## src/rtl/clint_pkg.sv

```systemverilog
// Shared CLINT definitions: command ops, sequencer states,
// register offsets and access size.
package clint_pkg;

    typedef enum logic [1:0] {
        OP_READ_TIME   = 2'd0,
        OP_SET_CMP     = 2'd1,
        OP_SET_CMP_REL = 2'd2,
        OP_SET_MSIP    = 2'd3
    } op_e;

    typedef enum logic [3:0] {
        S_IDLE,
        S_RD_HI1,
        S_RD_LO,
        S_RD_HI2,
        S_WR_LO_MAX,
        S_WR_HI,
        S_WR_LO,
        S_WR_MSIP,
        S_RESP
    } state_e;

    localparam logic [31:0] MSIP_OFS     = 32'h0000_0000;
    localparam logic [31:0] MTIMECMP_OFS = 32'h0000_4000;
    localparam logic [31:0] MTIME_OFS    = 32'h0000_BFF8;

    localparam logic [1:0] CLINT_SIZE_WORD = 2'b10;

    // Upper word of a 64-bit CLINT register.
    function automatic logic [31:0] hi_word(input logic [31:0] ofs);
        return ofs + 32'd4;
    endfunction

endpackage

```

## src/rtl/clint_timer_sequencer.sv

```systemverilog
// Sequences tear-free mtime reads, glitch-free mtimecmp writes and MSIP
// writes on the 32-bit CLINT port.
// Ports: clk/rst_n; cmd_* request; rsp_* response; clint_* bus master.
module clint_timer_sequencer
    import clint_pkg::*;
#(
    parameter logic [31:0] BASE_ADDR = 32'h0200_0000,
    parameter int unsigned MAX_RETRY = 4
) (
    input  logic        clk,
    input  logic        rst_n,
    input  logic        cmd_valid,
    output logic        cmd_ready,
    input  logic [1:0]  cmd_op,
    input  logic [63:0] cmd_data,
    output logic        rsp_valid,
    input  logic        rsp_ready,
    output logic [63:0] rsp_data,
    output logic        rsp_err,
    output logic        clint_read,
    output logic        clint_write,
    output logic [31:0] clint_addr,
    output logic [1:0]  clint_size,
    output logic [31:0] clint_write_data,
    input  logic [31:0] clint_read_data
);

    localparam logic [3:0] RETRY_LIM = 4'(MAX_RETRY);

    state_e      state;
    op_e         op_q;
    logic [63:0] data_q;
    logic [63:0] target;
    logic [31:0] h1;
    logic [31:0] lo;
    logic [3:0]  retries;

    assign cmd_ready = (state == S_IDLE);

    // Bus strobes come straight from the state register so a reset
    // drops them in the same instant.
    always_comb begin
        clint_read       = 1'b0;
        clint_write      = 1'b0;
        clint_addr       = 32'h0;
        clint_write_data = 32'h0;
        unique case (state)
            S_RD_HI1, S_RD_HI2: begin
                clint_read = 1'b1;
                clint_addr = BASE_ADDR + hi_word(MTIME_OFS);
            end
            S_RD_LO: begin
                clint_read = 1'b1;
                clint_addr = BASE_ADDR + MTIME_OFS;
            end
            S_WR_LO_MAX: begin
                clint_write      = 1'b1;
                clint_addr       = BASE_ADDR + MTIMECMP_OFS;
                clint_write_data = 32'hFFFF_FFFF;
            end
            S_WR_HI: begin
                clint_write      = 1'b1;
                clint_addr       = BASE_ADDR + hi_word(MTIMECMP_OFS);
                clint_write_data = target[63:32];
            end
            S_WR_LO: begin
                clint_write      = 1'b1;
                clint_addr       = BASE_ADDR + MTIMECMP_OFS;
                clint_write_data = target[31:0];
            end
            S_WR_MSIP: begin
                clint_write      = 1'b1;
                clint_addr       = BASE_ADDR + MSIP_OFS;
                clint_write_data = {31'b0, data_q[0]};
            end
            default: ;
        endcase
        clint_size = (clint_read || clint_write) ? CLINT_SIZE_WORD : 2'b00;
    end

    always_ff @(posedge clk or negedge rst_n) begin
        if (!rst_n) begin
            state     <= S_IDLE;
            op_q      <= OP_READ_TIME;
            data_q    <= 64'h0;
            target    <= 64'h0;
            h1        <= 32'h0;
            lo        <= 32'h0;
            retries   <= 4'h0;
            rsp_valid <= 1'b0;
            rsp_data  <= 64'h0;
            rsp_err   <= 1'b0;
        end else begin
            unique case (state)
                S_IDLE: begin
                    if (cmd_valid) begin
                        op_q    <= op_e'(cmd_op);
                        data_q  <= cmd_data;
                        target  <= cmd_data;
                        retries <= 4'h0;
                        unique case (op_e'(cmd_op))
                            OP_READ_TIME:   state <= S_RD_HI1;
                            OP_SET_CMP_REL: state <= S_RD_HI1;
                            OP_SET_CMP:     state <= S_WR_LO_MAX;
                            OP_SET_MSIP:    state <= S_WR_MSIP;
                            default:        state <= S_IDLE;
                        endcase
                    end
                end
                S_RD_HI1: begin
                    h1    <= clint_read_data;
                    state <= S_RD_LO;
                end
                S_RD_LO: begin
                    lo    <= clint_read_data;
                    state <= S_RD_HI2;
                end
                S_RD_HI2: begin
                    if (clint_read_data == h1) begin
                        if (op_q == OP_READ_TIME) begin
                            rsp_data  <= {h1, lo};
                            rsp_valid <= 1'b1;
                            state     <= S_RESP;
                        end else begin
                            target <= {h1, lo} + data_q;
                            state  <= S_WR_LO_MAX;
                        end
                    end else if (retries < RETRY_LIM) begin
                        // High word rolled over: keep the new high word
                        // and re-read the low word against it.
                        retries <= retries + 4'h1;
                        h1      <= clint_read_data;
                        state   <= S_RD_LO;
                    end else begin
                        rsp_data  <= 64'h0;
                        rsp_err   <= 1'b1;
                        rsp_valid <= 1'b1;
                        state     <= S_RESP;
                    end
                end
                S_WR_LO_MAX: state <= S_WR_HI;
                S_WR_HI:     state <= S_WR_LO;
                S_WR_LO: begin
                    rsp_data  <= target;
                    rsp_valid <= 1'b1;
                    state     <= S_RESP;
                end
                S_WR_MSIP: begin
                    rsp_data  <= 64'h0;
                    rsp_valid <= 1'b1;
                    state     <= S_RESP;
                end
                S_RESP: begin
                    if (rsp_ready) begin
                        rsp_valid <= 1'b0;
                        rsp_err   <= 1'b0;
                        retries   <= 4'h0;
                        state     <= S_IDLE;
                    end
                end
                default: state <= S_IDLE;
            endcase
        end
    end

endmodule

```

## config.mk

```make
export PLATFORM = sky130hd
export DESIGN_NAME = clint_timer_sequencer
export DESIGN_NICKNAME = d
export VERILOG_FILES = /design/src/rtl/clint_pkg.sv /design/src/rtl/clint_timer_sequencer.sv
export SDC_FILE = /design/constraint.sdc
export NUM_CORES = 1
export LEC_CHECK = 0
export ABC_AREA = 1
export CORE_ASPECT_RATIO = 1.1
export CORE_MARGIN = 10
export CORE_UTILIZATION = 62
export CTS_BUF_LIST = sky130_fd_sc_hd__clkbuf_16
export CTS_CLUSTER_DIAMETER = 150
export DETAILED_ROUTE_END_ITERATION = 6
export PLACE_DENSITY = 0.88
export SYNTH_ARGS = -nofsm -noshare
export SYNTH_HDL_FRONTEND = slang
export SYNTH_SLANG_ARGS = --single-unit
```

## constraint.sdc

```tcl
create_clock -name clk -period 4.5 [get_ports clk]
set_clock_uncertainty 0.15 [all_clocks]
set_input_delay 0.9 -clock clk [delete_from_list [all_inputs] [get_ports clk]]
set_output_delay 0.9 -clock clk [all_outputs]
set_load 0.005 [all_outputs]
```

==> results.sh <==
export IMPL_final_common_cell="nand2_1"
export IMPL_tns_ns=0
export IMPL_met3_usage_pct=9.430
export IMPL_yosysTopAreaCell="dfrtp_1"
export IMPL_antenna_found_initial=0
export IMPL_grtUsageMet2_pct=61.49
export IMPL_grt_pass1_vias=19440
export IMPL_status="complete, no violations"
export IMPL_io_pins=237
export IMPL_synthTopCellsByArea="dfrtp_1 (36%), nand2_1 (21%), inv_1 (8.7%)"
export IMPL_drt_iter0_markers=2757
export IMPL_syn_area_per_cell_um2=6.688
export IMPL_cts_max_level=1
export IMPL_port_buffer_count=218
export IMPL_syn_inst=2814
export IMPL_grt_pass1_wl_mm=113.0
export IMPL_n_antenna_cell=0
export IMPL_drv_cap=0
export IMPL_gr_usage_met1_pct=45.40
export IMPL_setup_viol=0
export IMPL_cts_root_buf="clkbuf_16"
export IMPL_yosysUniqueCellTypes=42
export IMPL_nets=3143
export IMPL_required_ns=3.45
export IMPL_place_congestion=1.030
export IMPL_die_h_um=202.7
export IMPL_start_kind="flop"
export IMPL_cts_buffers=29
export IMPL_dr_pass1_iters=6
export IMPL_worst_slew_pin_slew_ns=1.240
export IMPL_synth_seq_cells=268
export IMPL_grt_ovfl_total=0
export IMPL_leakagePower_nw=11.82
export IMPL_yosysTopAreaCellShare_pct=35.63
export IMPL_core_area_mm2=0.02973
export IMPL_rr_worst_depth=13
export IMPL_p_total_mw=19.72
export IMPL_ys_seq_area_share_pct=35.63
export IMPL_die_width_um=186.1
export IMPL_path_max_fanout=16
export IMPL_hpwl_mm=58.18
export IMPL_hold_class="input pin to asynchronous set/reset pin"
export IMPL_final_max_slew_viol_count=0
export IMPL_initial_utilization_pct=63.31
export IMPL_num_fill_cells=2380
export IMPL_yosys_warnings=0
export IMPL_netlist_area_mm2=0.01882
export IMPL_cts_reportedPaths_clkPinSlew_ns=0.07
export IMPL_clkLatencyLatePin_ns=0.59
export IMPL_cts_tree="built"
export IMPL_grt_max_degree=105
export IMPL_viasPerCell=5.937
export IMPL_clk_path_buf_depth=3
export IMPL_hold_viol_final=0
export IMPL_rows=66
export IMPL_wirelength_mm=75.82
export IMPL_rsz0062_at_grt="no"
export IMPL_powerDensity_mw_per_mm2=896.5
export IMPL_fin_crit_ns=4.358
export IMPL_setup_worst_path_class="flop to primary output"
export IMPL_relSlewSlack_pct=17.03
export IMPL_ff2ff_setup_slack_ns=0.96
export IMPL_cts_hold_buf=0
export IMPL_clock_sinks=268
export IMPL_fin_crit_sh_pct=96.85
export IMPL_worstPathArrival_ns=3.31
export IMPL_ir_drop_v=0.0005082
export IMPL_top_usage_layer="met2"
export IMPL_die_area_mm2=0.03773
export IMPL_routedWlPerCell_um=22.51
export IMPL_endpoint_kind="primary output"
export IMPL_fmax_mhz=229.5
export IMPL_track_usage_pct=39.40
export IMPL_layout_common_cells="nand2_1 (1063), inv_1 (439), dfrtp_1 (268)"
export IMPL_ant_nets=0
export IMPL_vias=20000
export IMPL_synthToLayoutAreaGrowth_pct=16.85
export IMPL_drive_above_1_share_pct=5.977
export IMPL_drc=0
-- per-layer routing --
layer,wire length [um],vias to the layer above
li1,-,9058
met1,26290,9138
met2,33750,1416
met3,8484,390
met4,7300,0
met5,0,-
-- per-stage QoR --
stage,area [um^2],cells,hold WS (ns),utilization [%],setup slack [ns]
after global routing,21990,3369,0.2281,73.98,0.09186
after CTS,21940,3365,0.2144,73.81,0.01352
after detailed placement,21000,3315,0.3085,70.64,0.4486
after floorplan,18880,2831,0.2959,-,2.026
final,21990,3369,0.1686,73.98,0.1419
after global placement,21000,3315,0.3035,70.64,0.5876
-- where the power goes --
part | switching, mW | internal [mW] | total (mW)
combinational | 8.11 | 4.35 | 12.5
sequential | 1.25 | 3.54 | 4.79
clock | 1.07 | 1.40 | 2.47
-- worst paths after layout --
kind                        startpoint              endpoint
setup / recovery              state[3]  clint_write_data[16]
hold / removal                   rst_n            data_q[19]
setup reg to reg                 h1[2]                 h1[7]
min in group clk           rsp_data[3]           rsp_data[3]
hold reg to reg            rsp_data[3]           rsp_data[3]
max in group asynchronous        rst_n              state[3]
-- final cells by class --
type / instances / area [um^2] / area share (%)
Tap cell: 374 / 467.9 / 2.128
Timing Repair inverter: 1 / 7.507 / 0.03414
Clock inverter: 21 / 217.7 / 0.9899
Multi-Input combinational cell: 1994 / 9804 / 44.58
Clock buffer: 29 / 725.7 / 3.300
Sequential cell: 268 / 6706 / 30.49
Inverter: 440 / 1658 / 7.538
Timing Repair Buffer: 242 / 2405 / 10.93
-- cell usage after synthesis (all sizes together) --
| cell type | instances |
|---|---|
| a31oi | 2 |
| nand4 | 16 |
| inv | 440 |
| nor2 | 231 |
| ha | 64 |
| or2 | 8 |
| o21bai | 3 |
| nor4 | 3 |
| buf | 91 |
| dfrtp | 268 |
| nand3 | 186 |
| a41oi | 1 |
| nor3 | 14 |
| and3 | 1 |
| fa | 1 |
| xnor2 | 35 |
| o22ai | 62 |
| clkbuf | 38 |
| a21oi | 69 |
| conb | 1 |
| xor2 | 5 |
| and2 | 1 |
| nand3b | 6 |
| o21ai | 93 |
| mux2 | 66 |
| nand2 | 1074 |
| a21boi | 1 |
| mux2i | 3 |
| o221ai | 31 |
-- cell families after synthesis --
| kind of cell | Yosys count | synth area share, % |
|---|---|---|
| and+or+nand+nor | 1540 | 32.76 |
| DFF | 268 | 35.63 |
| xor gates and xnor gates | 40 | 1.861 |
| buffers and inverters | 569 | 12.87 |
| other | 1 | 0.01993 |
| adders and majority gates | 65 | 4.361 |
| muxes | 69 | 4.108 |
| AOI/OAI and AO/OA | 262 | 8.383 |
-- state kept, by name, indices dropped and copies added, names as in the netlist --
name	flops
retries	4
op_q	2
rsp_data	64
data_q	64
rsp_err	1
h1	32
lo	32
target	64
state	4
rsp_valid	1
-- worst max-delay path, cell delays in order, from the launching register on --
cell and delay (ns):
dfrtp_1 0.50, nor2_4 0.31, inv_1 0.13, nor2_1 0.42, clkinvlp_4 0.15, buf_4 0.24
o221ai_1 0.36, clkdlybuf4s50_1 0.60
-- timing repair --
item	CTS	global route
setup buffers	0	3
endpoints found under the setup margin	0	15
resized for setup	0	5
(Power assumes the default switching activity.)
